### src/rtl/hpi_bus_sequencer.sv
// hpi_bus_sequencer
//
// Shares the CY7C67200 HPI bus between two requesters and turns each granted
// access into a timed chip-select/strobe cycle: SETUP -> STROBE -> HOLD.
// Requester 0 is the NIOS PIO path, requester 1 the hardware keycode poller.
// Ties are broken round-robin against the last granted requester.
//
// Handshake: reqN is a level that the requester holds until ackN. ackN is a
// single-cycle pulse in the last HOLD cycle. The requester drops reqN in the
// cycle after ackN; a reqN still high at the next IDLE edge is a new request.
// Dropping reqN mid-transaction does not cancel the access.
//
// Optional feature: define HPI_RST_SEQ_EN to generate a RST_CYC-cycle
// power-up reset pulse on hpi_rst_n after Reset is released. Requests are
// held off and busy stays high for the duration of that pulse. Without the
// macro, hpi_rst_n is simply ~Reset.
//
// Ports:
//   Clk, Reset                 clock, asynchronous active-high reset
//   req0/we0/addr0/wdata0      requester 0 request, direction, address, data
//   ack0                       requester 0 completion pulse
//   req1/we1/addr1/wdata1      requester 1 request, direction, address, data
//   ack1                       requester 1 completion pulse
//   rdata                      last captured read data (shared)
//   hpi_addr/hpi_dout/hpi_oe   address, write data and data-drive enable to pads
//   hpi_din                    OTG_DATA sampled from the pad
//   hpi_cs_n/hpi_rd_n/hpi_wr_n active-low bus strobes
//   hpi_rst_n                  active-low CY7C67200 reset
//   busy                       high whenever the sequencer is not idle
//   dbg_state                  current FSM state (0 IDLE, 1 SETUP, 2 STROBE, 3 HOLD)

module hpi_bus_sequencer #(
    parameter int SETUP_CYC  = 2,
    parameter int STROBE_CYC = 4,
    parameter int HOLD_CYC   = 2,
    parameter int RST_CYC    = 16
) (
    input  logic        Clk,
    input  logic        Reset,
    input  logic        req0,
    input  logic        we0,
    input  logic [1:0]  addr0,
    input  logic [15:0] wdata0,
    output logic        ack0,
    input  logic        req1,
    input  logic        we1,
    input  logic [1:0]  addr1,
    input  logic [15:0] wdata1,
    output logic        ack1,
    output logic [15:0] rdata,
    output logic [1:0]  hpi_addr,
    output logic [15:0] hpi_dout,
    output logic        hpi_oe,
    input  logic [15:0] hpi_din,
    output logic        hpi_cs_n,
    output logic        hpi_rd_n,
    output logic        hpi_wr_n,
    output logic        hpi_rst_n,
    output logic        busy,
    output logic [1:0]  dbg_state
);

    typedef enum logic [1:0] {
        ST_IDLE   = 2'd0,
        ST_SETUP  = 2'd1,
        ST_STROBE = 2'd2,
        ST_HOLD   = 2'd3
    } state_t;

    // Phase counters count down to zero, so each load is length-1.
    localparam logic [3:0] SETUP_LD  = 4'(SETUP_CYC - 1);
    localparam logic [3:0] STROBE_LD = 4'(STROBE_CYC - 1);
    localparam logic [3:0] HOLD_LD   = 4'(HOLD_CYC - 1);

    state_t      state_q, state_d;
    logic [3:0]  cnt_q, cnt_d;
    logic        gnt_q, gnt_d;            // requester owning the current access
    logic        last_grant_q, last_grant_d;
    logic        we_q, we_d;
    logic [1:0]  addr_q, addr_d;
    logic [15:0] wdata_q, wdata_d;
    logic [15:0] rdata_q, rdata_d;

    logic        rst_done;                // high once requests may be accepted
    logic        pick;                    // requester that would win this cycle

    // ------------------------------------------------------------------
    // HPI reset pulse
    // ------------------------------------------------------------------
`ifdef HPI_RST_SEQ_EN
    localparam int RCW = (RST_CYC > 1) ? $clog2(RST_CYC) : 1;
    localparam logic [RCW-1:0] RST_LAST = RCW'(RST_CYC - 1);

    logic [RCW-1:0] rst_cnt_q, rst_cnt_d;
    logic           rst_done_q, rst_done_d;

    always_ff @(posedge Clk or posedge Reset) begin
        if (Reset) begin
            rst_cnt_q  <= '0;
            rst_done_q <= 1'b0;
        end else begin
            rst_cnt_q  <= rst_cnt_d;
            rst_done_q <= rst_done_d;
        end
    end

    always_comb begin
        rst_cnt_d  = rst_cnt_q;
        rst_done_d = rst_done_q;
        if (!rst_done_q) begin
            if (rst_cnt_q == RST_LAST) begin
                rst_done_d = 1'b1;
            end else begin
                rst_cnt_d = rst_cnt_q + 1'b1;
            end
        end
    end

    assign rst_done  = rst_done_q;
    assign hpi_rst_n = rst_done_q;
`else
    // No power-up pulse: the chip reset simply follows the system reset and
    // requests are accepted immediately (RST_CYC plays no part here).
    assign rst_done  = (RST_CYC >= 0);
    assign hpi_rst_n = ~Reset;
`endif

    // ------------------------------------------------------------------
    // Arbitration: a lone requester wins; on a tie the one that was not
    // granted last time wins.
    // ------------------------------------------------------------------
    assign pick = (req0 && req1) ? ~last_grant_q : req1;

    // ------------------------------------------------------------------
    // State register
    // ------------------------------------------------------------------
    always_ff @(posedge Clk or posedge Reset) begin
        if (Reset) begin
            state_q      <= ST_IDLE;
            cnt_q        <= 4'd0;
            gnt_q        <= 1'b0;
            last_grant_q <= 1'b1;
            we_q         <= 1'b0;
            addr_q       <= 2'd0;
            wdata_q      <= 16'h0000;
            rdata_q      <= 16'h0000;
        end else begin
            state_q      <= state_d;
            cnt_q        <= cnt_d;
            gnt_q        <= gnt_d;
            last_grant_q <= last_grant_d;
            we_q         <= we_d;
            addr_q       <= addr_d;
            wdata_q      <= wdata_d;
            rdata_q      <= rdata_d;
        end
    end

    // ------------------------------------------------------------------
    // Next-state logic
    // ------------------------------------------------------------------
    always_comb begin
        state_d      = state_q;
        cnt_d        = cnt_q;
        gnt_d        = gnt_q;
        last_grant_d = last_grant_q;
        we_d         = we_q;
        addr_d       = addr_q;
        wdata_d      = wdata_q;
        rdata_d      = rdata_q;

        case (state_q)
            ST_IDLE: begin
                if ((req0 || req1) && rst_done) begin
                    gnt_d        = pick;
                    last_grant_d = pick;
                    we_d         = pick ? we1    : we0;
                    addr_d       = pick ? addr1  : addr0;
                    wdata_d      = pick ? wdata1 : wdata0;
                    cnt_d        = SETUP_LD;
                    state_d      = ST_SETUP;
                end
            end
            ST_SETUP: begin
                if (cnt_q == 4'd0) begin
                    cnt_d   = STROBE_LD;
                    state_d = ST_STROBE;
                end else begin
                    cnt_d = cnt_q - 4'd1;
                end
            end
            ST_STROBE: begin
                if (cnt_q == 4'd0) begin
                    // Sample the pad on the edge that ends the read strobe.
                    if (!we_q) begin
                        rdata_d = hpi_din;
                    end
                    cnt_d   = HOLD_LD;
                    state_d = ST_HOLD;
                end else begin
                    cnt_d = cnt_q - 4'd1;
                end
            end
            ST_HOLD: begin
                if (cnt_q == 4'd0) begin
                    state_d = ST_IDLE;
                end else begin
                    cnt_d = cnt_q - 4'd1;
                end
            end
            default: begin
                state_d = ST_IDLE;
            end
        endcase
    end

    // ------------------------------------------------------------------
    // Outputs: decoded from the registered state so that an asynchronous
    // Reset releases every strobe and suppresses any ack immediately.
    // ------------------------------------------------------------------
    always_comb begin
        hpi_cs_n = 1'b1;
        hpi_rd_n = 1'b1;
        hpi_wr_n = 1'b1;
        hpi_oe   = 1'b0;
        ack0     = 1'b0;
        ack1     = 1'b0;

        case (state_q)
            ST_SETUP: begin
                hpi_cs_n = 1'b0;
                hpi_oe   = we_q;
            end
            ST_STROBE: begin
                hpi_cs_n = 1'b0;
                hpi_oe   = we_q;
                hpi_rd_n = we_q;
                hpi_wr_n = ~we_q;
            end
            ST_HOLD: begin
                hpi_cs_n = 1'b0;
                hpi_oe   = we_q;
                if (cnt_q == 4'd0) begin
                    ack0 = ~gnt_q;
                    ack1 = gnt_q;
                end
            end
            default: begin
                hpi_cs_n = 1'b1;
            end
        endcase
    end

    assign hpi_addr  = addr_q;
    assign hpi_dout  = wdata_q;
    assign rdata     = rdata_q;
    assign busy      = (state_q != ST_IDLE) || !rst_done;
    assign dbg_state = state_q;

endmodule

### config.mk
export PLATFORM = sky130hd
export DESIGN_NAME = hpi_bus_sequencer
export DESIGN_NICKNAME = d
export VERILOG_FILES = /design/src/rtl/hpi_bus_sequencer.sv
export SDC_FILE = /design/constraint.sdc
export NUM_CORES = 1
export LEC_CHECK = 0
export CAP_MARGIN = 20
export CORE_MARGIN = 2
export CORE_UTILIZATION = 43
export CTS_BUF_LIST = sky130_fd_sc_hd__clkbuf_16
export DETAILED_ROUTE_END_ITERATION = 6
export MAX_ROUTING_LAYER = met4
export PLACE_DENSITY = 0.85
export SLEW_MARGIN = 10
export SYNTH_ARGS = -nofsm -noshare
export SYNTH_HDL_FRONTEND = slang
export SYNTH_SLANG_ARGS = --single-unit
export TNS_END_PERCENT = 20
### constraint.sdc
create_clock -name Clk -period 5.1 [get_ports Clk]
set_input_delay 0.51 -clock Clk [delete_from_list [all_inputs] [get_ports Clk]]
set_output_delay 0.51 -clock Clk [all_outputs]
set_load 0.02 [all_outputs]
==> impl_metrics.py, run 1 <==
metrics = {
    "route": {
        "vias": 1651,
        "drt_wl_total_mm": 4.49,
        "wl_per_cell_um": 13.6,
        "drc": 0,
        "ant_nets": 0,
        "via_per_inst": 4.99,
        "dr.pass1.iters": 4,
        "first_iter_violations": 69,
    },
    "synth": {
        "synthDistinctLibCells": 38,
        "synth_xor_area_share_pct": 0,
        "synth_compound_area_share_pct": 10.6,
        "synth_warnings": 0,
        "synth_nets": 239,
        "synth-simple-area-share_pct": 9.33,
        "syn-cell-area_um2": 2070,
        "avgSynthCellArea_um2": 11.8,
        "synth_fa_ha_area_share_pct": 3.63,
        "yosys.area.top_type": "dfrtp_1",
        "synth_top_cell_area_share_pct": 50.9,
        "synth_top_family_by_area": "multiplexers",
        "synthMuxAreaShare_pct": 20.3,
        "synth_seq_cells": 43,
        "synthCells": 175,
        "yosysSeqAreaShare_pct": 52.2,
        "synth_area_leaders": "dfrtp_1, mux2i_1, mux2_4, o21ai_0, nand2_1",
    },
    "clock_tree": {
        "cts_resized": 0,
        "hold_buffers": 0,
        "path_clk_slew_ps": 60,
        "clk_path_buf_depth": 2,
        "cts_max_level": 2,
        "cts_setup_buffers": 0,
        "cts-root-buf": "clkbuf_16",
        "cts_tree": "done",
        "clkSinkCount": 43,
        "numCtsBuffers": 5,
        "insertion_delay_ps": 280,
    },
    "power": {
        "switching_share_pct": 37.4,
        "p_int_mw": 1.25,
        "p_per_area_nw_per_um2": 616,
        "vdd_ir_drop_max_mv": 0.324,
        "switchingPower_mw": 0.748,
        "seqPwrFrac_pct": 30.9,
        "power_leakage_nw": 1.44,
        "p_clk_share_pct": 14.9,
        "p_comb_share_pct": 54.2,
    },
    "sta": {
        "setup_viol": 0,
        "setup_ws_ps": 2270,
        "fin_setup_tns_ps": 0,
        "hold_viol": 0,
        "drv_slew": 0,
        "relSlewSlack_pct": 41.2,
        "finClkSkew_ps": 5.84,
        "period_minus_slack_ps": 2830,
        "rsz0062_at_grt": "false",
        "min_period_over_period_pct": 55.5,
        "worst_pin_slew_ps": 881,
        "fmax_ghz": 0.354,
    },
    "worst_setup_path": {
        "crit_type": "primary input to primary output",
        "worstPathArrival_ps": 2320,
        "required_ps": 4590,
        "cp-start-kind": "primary input",
        "cp-end-kind": "primary output",
        "crit_path_max_fanout": 44,
    },
    "grt": {
        "grt_max_degree": 45,
        "grt_pass1_vias": 1604,
        "grt_pass1_wl_mm": 7.21,
        "overflow": 0,
        "grt_usage_pct": 17.9,
        "grt_antenna_before_repair": 0,
    },
    "floorplan": {
        "core-area_um2": 4690,
        "pin_count": 102,
        "die-area_um2": 5370,
        "start_util_pct": 44.0,
        "rows": 25,
        "die_w_um": 73.3,
        "die_height_um": 73.3,
    },
    "finish": {
        "drive_gt1_share_pct": 11.6,
        "final_nets": 340,
        "diodes": 0,
        "syn_to_final_growth_pct": 57.2,
        "postLayoutCoreUtil_pct": 69.2,
        "layout_commonest_cell": "clkdlybuf4s50_1",
        "final_cell_mix": "clkdlybuf4s50_1, dfrtp_1, nand2_1",
    },
    "status": {
        "status": "finished clean",
    },
    "job": {
        "maxCapViolCount": 0,
    },
    "placed_design": {
        "post-place-ws_ps": 2210,
        "gp_congestion": 0.782,
        "io_buffers": 101,
        "dp_hpwl_mm": 3.33,
    },
    "hold_path": {
        "hold_class": "flop to flop",
    },
}
[logic make-up after synthesis]
group                      count (synthesis)
DFF                                       43
adders and majority gates                  6
AOI/OAI and AO/OA                         37
buffers and inverters                     15
and+or+nand+nor                           38
muxes                                     36
[final cells by class]
class | instances | area, um^2
Inverter | 6 | 22.5
Sequential cell | 43 | 1080
Tap cell | 54 | 67.6
Multi-Input combinational cell | 117 | 913
Timing Repair Buffer | 103 | 1030
Fill cell | 364 | 1440
Clock inverter | 3 | 16.3
Clock buffer | 5 | 125
[worst max-delay path, cell delays in order]
cell and delay [ps]:
clkdlybuf4s50_1 410, inv_2 640, clkdlybuf4s50_1 750
[power by group through the flow]
| stage | Combinational (mW) | Sequential, mW | Clock (mW) |
|---|---|---|---|
| 2_1_floorplan | 0.466 | 0.786 | 0 |
| 3_3_place_gp | 1.07 | 0.611 | 0 |
| 3_5_place_dp | 1.10 | 0.621 | 0 |
| 4_1_cts | 1.10 | 0.619 | 0.307 |
| 5_1_grt | 1.18 | 0.637 | 0.323 |
| 6_report | 1.08 | 0.618 | 0.298 |
[registers in the layout, summed over array words and instances, names as in the netlist]
| register | count |
|---|---|
| gnt_q | 1 |
| rdata | 16 |
| dbg_state | 2 |
| hpi_addr | 2 |
| we_q | 1 |
| last_grant_q | 1 |
| hpi_dout | 16 |
| cnt_q | 4 |
[path summary, 6_finish.rpt]
path / cells after the start / slack, ps / end / startpoint
min in group asynchronous: 2 / 740 / cnt_q[2] / Reset
max in group asynchronous: 2 / 3800 / hpi_dout[3] / Reset
hold / removal: 2 / 480 / hpi_dout[8] / hpi_dout[8]
setup / recovery: 3 / 2270 / hpi_rst_n / Reset
hold reg to reg: 2 / 480 / hpi_dout[8] / hpi_dout[8]
setup reg to reg: 5 / 2850 / dbg_state[1] / dbg_state[0]
[synth_stat cells (all sizes together)]
cell / n
dfrtp: 42
nand2: 22
o21ai: 20
mux2i: 19
mux2: 17
ha: 6
inv: 6
a21oi: 5
clkbuf: 5
buf: 4
a21boi: 2
nor2: 2
nor2b: 2
nor3: 2
nor3b: 2
a211o: 1
a211oi: 1
a21o: 1
a22o: 1
a31oi: 1
and2b: 1
and3: 1
dfstp: 1
nand2b: 1
nor4: 1
nor4b: 1
o21a: 1
o21bai: 1
o22a: 1
o31ai: 1
o32ai: 1
or2: 1
or3b: 1
or4: 1
[through the flow]
step	power [mW]	hold slack, ps	area, um^2	cells
after floorplan	1.25	477	2070	175
after global placement	1.68	461	3110	323
after detailed placement	1.72	470	3110	323
after global routing	2.14	497	3250	331
after CTS	2.02	482	3250	331
final	2.00	476	3250	331
[metal layers]
metal,track usage [%],vias up,share of wire [%]
li1,-,817,-
met1,21.3,758,44
met2,29.4,72,48
met3,6.17,4,7.4
met4,4.04,0,0.67
met5,-,-,0
Note: power is estimated with default switching activity, not from simulation.
==> inputs of run 2 (changes only) <==
Settings changed: CORE_UTILIZATION 43 to 36, PLACE_DENSITY 0.85 to 0.76.
Clock period 5.1 ns to 2.3 ns, I/O delays scaled along.
==> impl_metrics.py, run 2 (synthesis results as in run 1) <==
metrics = {
    "worst_setup_path": {
        "worstPathArrival_ps": 2320,
        "cp_num_buf_inv": 1,
        "slowest_delay_ps": 540,
        "cp-start-kind": "flop",
        "slowest_stage": "or2_1",
        "cpLargestDelayFamily": "simple AND/OR/NAND/NOR gates",
        "path_cells": "inv_1 -> ha_1 -> or3b_4 -> or2_1 -> mux2_4",
        "crit_path_max_fanout": 16,
        "cp-end-kind": "flop",
        "required_ps": 2470,
        "crit_type": "flop to flop",
    },
    "placed_design": {
        "dp_hpwl_mm": 3.49,
        "post-place-ws_ps": 173,
        "io_buffers": 101,
        "gp_congestion": 0.703,
    },
    "floorplan": {
        "pin_count": 102,
        "rows": 27,
        "core-area_um2": 5540,
        "die_w_um": 79.8,
        "die_height_um": 79.8,
        "die-area_um2": 6360,
        "start_util_pct": 37.3,
    },
    "grt": {
        "grt_usage_pct": 16.1,
        "overflow": 0,
        "grt_max_degree": 44,
        "grt_pass1_wl_mm": 7.67,
        "grt_pass1_vias": 1693,
        "grt_antenna_before_repair": 0,
    },
    "finish": {
        "num-fill-cells": 474,
        "syn_to_final_growth_pct": 62.0,
        "drive_gt1_share_pct": 13.2,
        "layout_commonest_cell": "clkdlybuf4s50_1",
        "diodes": 0,
        "final_cell_mix": "clkdlybuf4s50_1, dfrtp_1, nand2_1",
        "final_nets": 343,
    },
    "sta": {
        "rsz0062_at_grt": "false",
        "worst_pin_slew_ps": 828,
        "min_period_over_period_pct": 93.6,
        "hold_viol": 0,
        "setup_viol": 0,
        "relSlewSlack_pct": 44.8,
        "fmax_ghz": 0.465,
        "fin_setup_tns_ps": 0,
        "finClkSkew_ps": 4.25,
        "drv_slew": 0,
        "setup_ws_ps": 148,
        "period_minus_slack_ps": 2150,
    },
    "clock_tree": {
        "hold_buffers": 0,
        "cts_setup_buffers": 0,
        "cts_tree": "done",
        "cts_resized": 0,
        "cts_max_level": 2,
        "insertion_delay_ps": 280,
        "clk_path_buf_depth": 2,
        "path_clk_slew_ps": 60,
        "clkSinkCount": 43,
        "cts-root-buf": "clkbuf_16",
        "numCtsBuffers": 5,
    },
    "route": {
        "wl_per_cell_um": 13.4,
        "first_iter_violations": 42,
        "via_per_inst": 4.74,
        "drc": 0,
        "ant_nets": 0,
        "drt_wl_total_mm": 4.73,
        "vias": 1668,
        "dr.pass1.iters": 4,
    },
    "power": {
        "switchingPower_mw": 1.69,
        "p_clk_share_pct": 17.3,
        "p_int_mw": 2.93,
        "seqPwrFrac_pct": 29.7,
        "power_leakage_nw": 1.51,
        "power_mw": 4.62,
        "p_comb_share_pct": 53.0,
        "vdd_ir_drop_max_mv": 0.580,
        "p_per_area_nw_per_um2": 1380,
        "switching_share_pct": 36.5,
    },
    "status": {
        "status": "finished clean",
    },
    "hold_path": {
        "hold_class": "primary input to asynchronous set/reset pin",
    },
    "job": {
        "maxCapViolCount": 0,
    },
}
-- run 2: cell count changes in the layout (fill, tap and decap cells not counted), sizes merged --
cell and change:
inv -1, dlymetal6s2s +2, clkinvlp -1, buf +3, clkinv +1, clkdlybuf4s50 -2
bufinv +1
-- run 2: power groups by stage --
stage               clock network, mW  registers [mW]  logic [mW]
CTS                             0.824            1.37        2.46
global route                    0.853            1.42        2.66
floorplan                           0            1.74        1.03
detailed placement                  0            1.38        2.45
global placement                    0            1.37        2.41
finish                          0.798            1.37        2.45
-- run 2: worst register-to-register path: stages, from the launching register on --
cell and delay [ps]:
dfrtp_1 410, inv_1 100, ha_1 170, or3b_4 400, or2_1 540, mux2_4 420
-- run 2: area by class of cell --
type                       instances  area (um^2)  area share (%)
inverter                           6         22.5           0.673
multi-input combinational        117          922            27.6
sequential                        43         1080            32.2
clock inverter                     3         43.8            1.31
clock buffer                       5          125            3.74
tap                               72         90.1            2.69
timing repair buffer             106         1070            31.9
-- run 2: worst paths after layout --
| path | start | to | slack, ps | cells after the start |
|---|---|---|---|---|
| worst min register to register | hpi_dout[5] | hpi_dout[5] | 480 | 2 |
| worst max register to register | cnt_q[0] | rdata[1] | 150 | 5 |
| max in group asynchronous | Reset | last_grant_q | 1510 | 3 |
| min in group Clk | hpi_dout[5] | hpi_dout[5] | 480 | 2 |
| worst min-delay path | Reset | dbg_state[0] | 410 | 3 |
| worst max-delay path | cnt_q[0] | rdata[1] | 150 | 5 |
-- run 2: metal layers --
metal / GRT usage [%] / part of all wire (%) / up-vias
met5: - / 0 / -
met3: 5.66 / 8.9 / 7
met4: 5.59 / 1.5 / 0
met1: 18.4 / 40 / 771
met2: 26.3 / 50 / 68
li1: - / - / 822
-- run 2: stage by stage --
stage / utilization [%] / hold WS [ps] / std cells / area (um^2)
floorplan: - / 303 / 175 / 2070
global placement: 57.1 / 460 / 344 / 3160
detailed placement: 57.1 / 470 / 344 / 3160
CTS: 60.2 / 445 / 352 / 3330
global route: 60.4 / 480 / 352 / 3350
finish: 60.4 / 412 / 352 / 3350
